**src/rtl/halt_dump_controller_if.sv**
```systemverilog
// Bus bundle between the end-of-program sequencer and the CPU/memory top level:
// instruction snoop, CPU hold, data-memory takeover and the dump stream.
interface halt_dump_controller_if;
    logic [31:0] inst;
    logic        inst_valid;
    logic        cpu_freeze;
    logic        mem_sel;
    logic        dm_ce;
    logic [31:0] dm_addr;
    logic [31:0] dm_rdata;
    logic        dump_valid;
    logic        dump_ready;
    logic [31:0] dump_data;
    logic [15:0] dump_index;
    logic        dump_last;
    logic [31:0] run_cycles;
    logic        show;
    logic        stop;

    // Sequencer side
    modport master (
        input  inst, inst_valid, dm_rdata, dump_ready,
        output cpu_freeze, mem_sel, dm_ce, dm_addr,
        output dump_valid, dump_data, dump_index, dump_last,
        output run_cycles, show, stop
    );

    // Top-level / sink side
    modport slave (
        output inst, inst_valid, dm_rdata, dump_ready,
        input  cpu_freeze, mem_sel, dm_ce, dm_addr,
        input  dump_valid, dump_data, dump_index, dump_last,
        input  run_cycles, show, stop
    );
endinterface

```
**src/rtl/halt_dump_controller.sv**
```systemverilog
// End-of-program sequencer: detects the halt word, lets the pipeline drain,
// freezes the CPU, reads DUMP_WORDS data-memory words and streams them out.
module halt_dump_controller #(
    parameter logic [31:0] HALT_WORD    = 32'hFFFF_FFFF,
    parameter int          DRAIN_CYCLES = 5,
    parameter int          DUMP_WORDS   = 512
) (
    input logic                    clk,
    input logic                    rst,
    halt_dump_controller_if.master bus
);
    typedef enum logic [2:0] {RUN, DRAIN, RD_REQ, RD_CAP, OUT, DONE} state_t;

    localparam logic [15:0] LAST_IDX   = 16'(DUMP_WORDS - 1);
    localparam logic [7:0]  DRAIN_INIT = (DRAIN_CYCLES == 0) ? 8'd0 : 8'(DRAIN_CYCLES - 1);

    state_t      state, state_nx;
    logic [7:0]  drain_cnt;
    logic [15:0] idx;
    logic [31:0] run_cnt;
    logic [31:0] dump_data_q;
    logic [15:0] dump_index_q;
    logic        dump_last_q;
    logic        show_q;
    logic        halt_hit;
    logic        hs;
    logic        frz;
    logic        ce;
    logic        vld;
    logic        stp;

    assign halt_hit = bus.inst_valid && (bus.inst == HALT_WORD);
    assign hs       = (state == OUT) && bus.dump_ready;

    // State register
    always_ff @(posedge clk or posedge rst) begin
        if (rst) state <= RUN;
        else     state <= state_nx;
    end

    // Next-state and state-decoded outputs
    always_comb begin
        state_nx = state;
        frz      = 1'b0;
        ce       = 1'b0;
        vld      = 1'b0;
        stp      = 1'b0;
        case (state)
            RUN: begin
                if (halt_hit) state_nx = (DRAIN_CYCLES == 0) ? RD_REQ : DRAIN;
            end
            DRAIN: begin
                if (drain_cnt == 8'd0) state_nx = RD_REQ;
            end
            RD_REQ: begin
                frz      = 1'b1;
                ce       = 1'b1;
                state_nx = RD_CAP;
            end
            RD_CAP: begin
                frz      = 1'b1;
                state_nx = OUT;
            end
            OUT: begin
                frz = 1'b1;
                vld = 1'b1;
                if (hs) state_nx = dump_last_q ? DONE : RD_REQ;
            end
            DONE: begin
                frz = 1'b1;
                stp = 1'b1;
            end
            default: state_nx = RUN;
        endcase
    end

    // Counters, read index, captured dump word and the completion pulse
    always_ff @(posedge clk or posedge rst) begin
        if (rst) begin
            drain_cnt    <= '0;
            idx          <= '0;
            run_cnt      <= '0;
            dump_data_q  <= '0;
            dump_index_q <= '0;
            dump_last_q  <= 1'b0;
            show_q       <= 1'b0;
        end else begin
            show_q <= (state_nx == DONE) && (state != DONE);
            case (state)
                RUN: begin
                    // The halt cycle itself is counted, then the count freezes.
                    if (run_cnt != '1) run_cnt <= run_cnt + 32'd1;
                    if (halt_hit) drain_cnt <= DRAIN_INIT;
                    idx <= '0;
                end
                DRAIN: begin
                    if (drain_cnt != 8'd0) drain_cnt <= drain_cnt - 8'd1;
                    idx <= '0;
                end
                RD_CAP: begin
                    // Memory returns data one cycle after the RD_REQ enable.
                    dump_data_q  <= bus.dm_rdata;
                    dump_index_q <= idx;
                    dump_last_q  <= (idx == LAST_IDX);
                end
                OUT: begin
                    if (hs && !dump_last_q) idx <= idx + 16'd1;
                end
                default: ;
            endcase
        end
    end

    assign bus.cpu_freeze = frz;
    assign bus.mem_sel    = frz;
    assign bus.dm_ce      = ce;
    assign bus.dm_addr    = {14'd0, idx, 2'b00};
    assign bus.dump_valid = vld;
    assign bus.dump_data  = dump_data_q;
    assign bus.dump_index = dump_index_q;
    assign bus.dump_last  = dump_last_q;
    assign bus.run_cycles = run_cnt;
    assign bus.show       = show_q;
    assign bus.stop       = stp;
endmodule

```
**src/flat_wrapper.sv**
```systemverilog
// flat-port wrapper written by rule: the top's interface ports become plain ports
module halt_dump_controller_flat 
#(
    parameter logic [31:0] HALT_WORD    = 32'hFFFF_FFFF,
    parameter int          DRAIN_CYCLES = 5,
    parameter int          DUMP_WORDS   = 512
)
  (clk, rst, bus_inst, bus_inst_valid, bus_dm_rdata, bus_dump_ready, bus_cpu_freeze, bus_mem_sel, bus_dm_ce, bus_dm_addr, bus_dump_valid, bus_dump_data, bus_dump_index, bus_dump_last, bus_run_cycles, bus_show, bus_stop);
  halt_dump_controller_if bus_i ();
  input logic clk;
  input logic rst;
  input wire logic [$bits(bus_i.inst)-1:0] bus_inst;
  input wire logic [$bits(bus_i.inst_valid)-1:0] bus_inst_valid;
  input wire logic [$bits(bus_i.dm_rdata)-1:0] bus_dm_rdata;
  input wire logic [$bits(bus_i.dump_ready)-1:0] bus_dump_ready;
  output wire logic [$bits(bus_i.cpu_freeze)-1:0] bus_cpu_freeze;
  output wire logic [$bits(bus_i.mem_sel)-1:0] bus_mem_sel;
  output wire logic [$bits(bus_i.dm_ce)-1:0] bus_dm_ce;
  output wire logic [$bits(bus_i.dm_addr)-1:0] bus_dm_addr;
  output wire logic [$bits(bus_i.dump_valid)-1:0] bus_dump_valid;
  output wire logic [$bits(bus_i.dump_data)-1:0] bus_dump_data;
  output wire logic [$bits(bus_i.dump_index)-1:0] bus_dump_index;
  output wire logic [$bits(bus_i.dump_last)-1:0] bus_dump_last;
  output wire logic [$bits(bus_i.run_cycles)-1:0] bus_run_cycles;
  output wire logic [$bits(bus_i.show)-1:0] bus_show;
  output wire logic [$bits(bus_i.stop)-1:0] bus_stop;
  assign bus_i.inst = bus_inst;
  assign bus_i.inst_valid = bus_inst_valid;
  assign bus_i.dm_rdata = bus_dm_rdata;
  assign bus_i.dump_ready = bus_dump_ready;
  assign bus_cpu_freeze = bus_i.cpu_freeze;
  assign bus_mem_sel = bus_i.mem_sel;
  assign bus_dm_ce = bus_i.dm_ce;
  assign bus_dm_addr = bus_i.dm_addr;
  assign bus_dump_valid = bus_i.dump_valid;
  assign bus_dump_data = bus_i.dump_data;
  assign bus_dump_index = bus_i.dump_index;
  assign bus_dump_last = bus_i.dump_last;
  assign bus_run_cycles = bus_i.run_cycles;
  assign bus_show = bus_i.show;
  assign bus_stop = bus_i.stop;
  halt_dump_controller #(.HALT_WORD(HALT_WORD), .DRAIN_CYCLES(DRAIN_CYCLES), .DUMP_WORDS(DUMP_WORDS)) u_core (.clk(clk), .rst(rst), .bus(bus_i));
endmodule
```
**config.mk**
```make
export PLATFORM = sky130hd
export DESIGN_NAME = halt_dump_controller_flat
export DESIGN_NICKNAME = d
export VERILOG_FILES = /design/src/rtl/halt_dump_controller_if.sv /design/src/rtl/halt_dump_controller.sv /design/src/flat_wrapper.sv
export SDC_FILE = /design/constraint.sdc
export NUM_CORES = 1
export LEC_CHECK = 0
export ABC_AREA = 1
export BUFFER_PORTS_ARGS = -buffer_cell sky130_fd_sc_hd__clkbuf_2
export CORE_UTILIZATION = 40
export DETAILED_ROUTE_END_ITERATION = 10
export MAX_ROUTING_LAYER = met4
export PLACE_DENSITY = 0.76
export SETUP_SLACK_MARGIN = 0.05
export SYNTH_ARGS = -nofsm -noshare
export SYNTH_HDL_FRONTEND = slang
export SYNTH_SLANG_ARGS = --single-unit
export TNS_END_PERCENT = 30
```
**constraint.sdc**
```tcl
create_clock -name clk -period 3.5 [get_ports clk]
set_clock_uncertainty 0.05 [all_clocks]
set_input_delay 0.525 -clock clk [delete_from_list [all_inputs] [get_ports clk]]
set_output_delay 0.525 -clock clk [all_outputs]
set_load 0.01 [all_outputs]
```
== Yosys cells after proc, flatten, opt, wreduce, memory -nomap -nowiden ==
Index checks and enable logic that the tools add are counted.
Word-level totals
  register bits: 109
  bits in latches: 0
  RAM bits: 0
  memory bits (read-only): 0
  bits of input ports: 68
  output and inout bits: 119
  word-level logic and storage cells: 53
  memories: 0
Cells by class
  add/subtract/negate cells: 3
  multipliers: 0
  div/mod/pow operators: 0
  magnitude comparators: 0
  eq/ne operators: 13
  shift-type cells: 0
  mux-type cells: 14
  bitwise gates (word level): 0
  reduce and logical (&&, ||, !) cells: 15
Operators by type and width (count)
  $add 32x1->32 const B: 1
  $eq 32x32->1 const B: 1
  $ne 32x32->1 const B: 1
  $pmux 16 s2: 1
  $pmux 3 s6: 1
  $add 16x1->16 const B: 1
  $eq 16x9->1 const B: 1
  $mux 16: 1
  $mux 8: 2
  $pmux 8 s2: 1
  $mux 3: 4
  $eq 3x3->1 const B: 3
  $logic_not 8->1: 1
  $reduce_bool 8->1: 1
  $sub 8x1->8 const B: 1
  $eq 3x2->1 const B: 2
  $logic_and 1x1->1: 4
  $mux 1: 4
  $ne 2x1->1 const B: 2
  $reduce_and 2->1: 2
  $reduce_bool 2->1: 2
  $reduce_or 4->1: 1
  $eq 3x1->1 const B: 1
  $logic_not 3->1: 1
  5 further kinds: 5

== Longest topological paths before layout ==
  word-level depth: 6
  depth in mapped cells: 11
  gate-level depth less buffers: 10

== Worst setup path after synthesis ==
OpenSTA, ideal clock, no wires.
  path type: reg-to-reg
  start point: register u_core.run_cnt[1] (netlist: u_core.bus.run_cycles[1])
  end point: register u_core.run_cnt[9] (netlist: u_core.bus.run_cycles[9])
  library setup time: 116 ps
  arrival time: 1585 ps
  required time: 3334 ps
  slack: 1748 ps
  cell stages (with the launch flop): 12
  buffers on the path: 1
  period minus slack after synthesis: 1752 ps
  cells stage by stage: dfrtp_1 -> ha_1 -> inv_2 -> nor2_4 -> nand2_2 -> nor2_4 -> nand2_4 -> nand2_8 -> inv_6 -> buf_6 -> nand2_1 -> nand2_1
Between the ends
  word-level cells in the longest chain between the ends: 2
  elaborated cells on any way between the ends: 3
  classes of those cells: add/sub (1); eq/ne (1); reduce/logical (1)
RTL lines
  start, declared: RTL line halt_dump_controller.sv:20  | logic [31:0] run_cnt;
  start signal, assigned: RTL line halt_dump_controller.sv:92  | if (run_cnt != '1) run_cnt <= run_cnt + 32'd1;
  branches (longest 2 deep; another with $add 32x1->32)
Several ways; the timed one is not identified.
A chain may end at the register's enable or synchronous reset.

== Final worst setup path ==
  start point: register u_core.state[1]
  end point: register u_core.idx[12]
Between the ends
  word-level cells in the longest chain between the ends: 5
  elaborated cells on any way between the ends: 10
  classes of those cells: eq/ne (3); mux (1); reduce/logical (6)
RTL lines
  start, declared: RTL line halt_dump_controller.sv:17  | state_t state, state_nx;
  start signal, assigned: RTL line halt_dump_controller.sv:38  | else state <= state_nx;
  $eq 3x3->1: RTL line halt_dump_controller.sv:33, halt_dump_controller.sv:89
  $logic_and 1x1->1: RTL line halt_dump_controller.sv:33  | assign hs = (state == OUT) && bus.dump_ready;
  $logic_and 1x1->1: RTL line halt_dump_controller.sv:107  | if (hs && !dump_last_q) idx <= idx + 16'd1;
  $ne 2x2->1 (no source line)
  $reduce_and 2->1 (no source line)
  end signal, assigned: RTL line halt_dump_controller.sv:107
  end, declared: RTL line halt_dump_controller.sv:19  | logic [15:0] idx;
Several ways; a longest one is shown, not always the timed one.

==> run summary <==
In the layout the commonest cells are nand2_1 (398), clkbuf_2 (170), dfrtp_1 (109). The count of standard-cell rows is 44, and the required time reported for the critical path endpoint is 3.72 ns. The path class of the tightest hold or removal check is input pin to async pin. The final period demand of the worst path is 2.39 ns, and the final critical-path share of the clock period is 68.3%. The longest clock path from root to sink contains 2 buffers. Summed over all cells, the static leakage comes to 3.67 nW. The first detailed-routing pass ran for 5 iterations. The ratio of total power to cell area was 325 nW/um^2; the aggregate global-route resource usage was 20.5%. Multiplexer cells account for 0% of the synthesized area.

The synthesized design contains 109 register bits. Leaving out fill and tap cells, the most frequent cell in the layout is nand2_1. For met1 alone, demand over resource in global routing was 26.1%. The tools report the maximum operating frequency as 418 MHz.

The signal on the critical path passes through inv_2 > nand2_1 > nor2_4 > nand3_2 > nand2_1 > clkinv_1 > o21ai_0. Of all nets on the critical path, the largest fanout is 20. The tools report the initial antenna violation count as 0.

Among the stages of the critical path, the cell type that occurs most often is nand2_1. Summed over its instances, the top area cell type makes up 45.8% of the synthesized netlist area. Counting every instance in the synthesized netlist gives 848. The critical path starts at u_core.state[1]. Headroom to the max-slew limit came out at 49.3%. The first global-routing pass estimated 24.1 mm of wire.

The fraction of the mapped netlist area in adder cells was 0.630%. Counting both buffers and inverters, the worst setup path holds a total of 2. Actual slew at the worst max-slew pin: 0.760 ns.

The largest stage delay on the critical path is 0.48 ns. The total setup violations reported at the end of the flow was 0; the global routing usage on met3 was 3.66%. The tools report the count of final hold-check violations as 0. The endpoint type of the worst setup path was a flop. Entering global routing, the biggest net connects 65 pins. The most used flip-flop cell after synthesis is dfrtp_1. The congestion estimate from routability-driven global placement came to 0.921.

The routed design has 14.7 mm of wire. Main combinational cell family by area after synthesis: simple AND/OR/NAND/NOR gates. The family of cells with the greatest summed delay on the critical path was simple AND/OR/NAND/NOR gates. The number of vias after detailed routing was 5,687; the initial cell density of the core was 41.0%.

The floorplan step set the die height to 124 um. Counting flops with a built-in enable in the synthesized netlist gives 0. Setup repair after global routing left no endpoint under its margin. The run gives 0 as the number of buffers inserted for hold repair after clock tree synthesis.

The area share of xor/xnor cells in the synthesized design was 1.91%; the async set-or-reset flop fraction in the synthesized netlist was 100%. Yosys printed 0 warnings. The register area share after synthesis was 45.8%. The mapped netlist covers 5960 um^2. Counting the buffers created by CTS gives 9. The post-detailed-route wirelength per cell came out at 12.2 um.

Via-per-instance ratio: 4.74. 187 I/O pins were placed. The DRC violation total after the first TritonRoute iteration was 364; the mean area per synthesized cell was 7.03 um^2. The run gives 33 as the count of cell types in the netlist.

The start-to-end type of the worst setup path is flop to flop. For the worst-skew pair, the clock arrives at the later sink with an insertion delay of 0.36 ns. The worst setup path is launched from a flop. The total overflow left after global routing is 0.

The run finished with clean final reports. The post-CTS repair timing setup buffer count is 0, and the worst hold slack is 0.226 ns. Clock tree synthesis found a total of 109 sinks.

Cells with a size suffix above 1 make up 20.2% of the layout. The final HPWL from detailed placement was 10.9 mm. Startpoint of the lowest-slack register-to-register path: u_core.state[1]. In this run the most used layer during global routing was met2. The area enclosed by the die boundary is 15,400 um^2, and the placeable core region is 14,500 um^2. dfrtp_1 takes more of the synthesized area than any other cell.

The run gives 0 as the number of maximum-capacitance constraint violations. Clock slew seen by the registers of the worst setup and hold paths: 0.08 ns. From left edge to right edge, the die measures 124 um. The simple-gate share of the synthesized area was 39.5%; the via count of the first global-routing pass was 5,145. The H-tree was split into 3 levels.

The number of pins exceeding their max-slew limit in the final report is 0, and the worst ir drop on vdd is 0.211 mV. In the final timing run, aggregate negative setup slack is 0 ns. The number of gates resized after CTS was 0.

TritonCTS built the clock tree. The post-synthesis to final-layout area growth is 20.3%. For this run, global-route usage on met2 was measured as 33.0%. At the worst endpoint, the arrival time is 2.61 ns. Sorting the synthesized cells by area gives the leading types as dfrtp_1 (46%), nand2_1 (25%), nor2_1 (6.0%). The count of buffers added on input and output ports is 170.

The cell sitting at the root of the clock tree is a clkbuf_16. The final routed DRC violation total came out at 0. The tools report the number of nets in the final layout as 1,081.

The cell at the slowest stage of the critical path was nand2_1. The count of inserted antenna diode cells was 0. The count of nets left with antenna violations after detail routing was 0.

The complex-gate fraction of the synthesized area works out to 3.30%.
## cell families (layout without fill, tap and decap cells)
kind of cell / count (synthesis) / count (layout)
flip-flops: 109 / 109
AND/OR/NAND/NOR: 575 / 575
buffers and inverters: 109 / 261
XOR/XNOR: 13 / 13
AO/OA/AOI/OAI: 38 / 38
adder cells (fa/ha/maj): 3 / 3
other: 1 / 16
## cell type report
type                    instances  area (um^2)
fillers                      1468         7360
flip-flops and latches        109         2730
clock buffers                  10          229
clock inverters                 6         52.6
inverters                      72          278
well taps                     184          230
multi-input cells             645         2770
repair buffers                173          886
## per-stage QoR
step | power [mW] | area [um^2] | utilization [%] | setup slack, ns | std cells
6_report | 2.33 | 7170 | 49.3 | 1.11 | 1199
5_1_grt | 2.41 | 7170 | 49.3 | 0.799 | 1199
4_1_cts | 2.36 | 7170 | 49.3 | 1.11 | 1199
3_5_place_dp | 1.36 | 6890 | 47.4 | 1.11 | 1183
3_3_place_gp | 1.36 | 6890 | 47.4 | 1.23 | 1183
2_1_floorplan | 1.33 | 6020 | - | 0.0511 | 863
## sequential cells by signal (all words and copies together) (netlist names)
signal / cells
u_core.bus.dump_data: 32
u_core.bus.show: 1
u_core.bus.run_cycles: 32
u_core.state: 3
u_core.idx: 16
u_core.drain_cnt: 8
u_core.bus.dump_last: 1
u_core.bus.dump_index: 16
## synthesized netlist by cell type, types with 3 or more instances
| master | number |
|---|---|
| nor3_1 | 4 |
| xnor2_1 | 6 |
| xor2_1 | 7 |
| buf_4 | 19 |
| o21ai_0 | 33 |
| inv_1 | 67 |
| a21oi_1 | 3 |
| clkbuf_1 | 8 |
| dfrtp_1 | 109 |
| nand4_1 | 19 |
| ha_1 | 3 |
| nand3_1 | 42 |
| buf_6 | 5 |
| buf_2 | 3 |
| nand2_1 | 398 |
| nor2_1 | 95 |
| nor2_4 | 4 |
## worst paths after layout
kind,cells after the start,slack (ns),end
max in group asynchronous,3,2.44,u_core.bus.dump_index[8]
worst max-delay path,7,1.11,u_core.idx[12]
min in group clk,3,0.31,u_core.bus.dump_data[15]
worst min register to register,2,0.43,u_core.bus.dump_data[25]
worst max register to register,7,1.11,u_core.idx[12]
worst min-delay path,2,0.23,u_core.bus.dump_data[15]
## power breakdown
group          internal, mW  leakage (nW)  total (mW)  switching [mW]
Clock                 0.497         0.132       0.994           0.498
Sequential             1.26          1.33        1.26       0.0000160
Combinational        0.0313          2.21      0.0768          0.0456
## routing by layer
layer  routed length, um  part of all wire, %
met4                 224                  1.5
met3                 693                  4.7
met5                   0                    0
met1                6630                   45
met2                7100                   48
## worst reg2reg max path, delay by kind of cell (launching register included)
kind | cells | cell delay [ns]
AOI/OAI and AO/OA | 1 | 0.27
buffers and inverters | 2 | 0.46
DFF | 1 | 0.43
and+or+nand+nor | 4 | 1.09
Note: power is estimated with default switching activity, not from simulation.
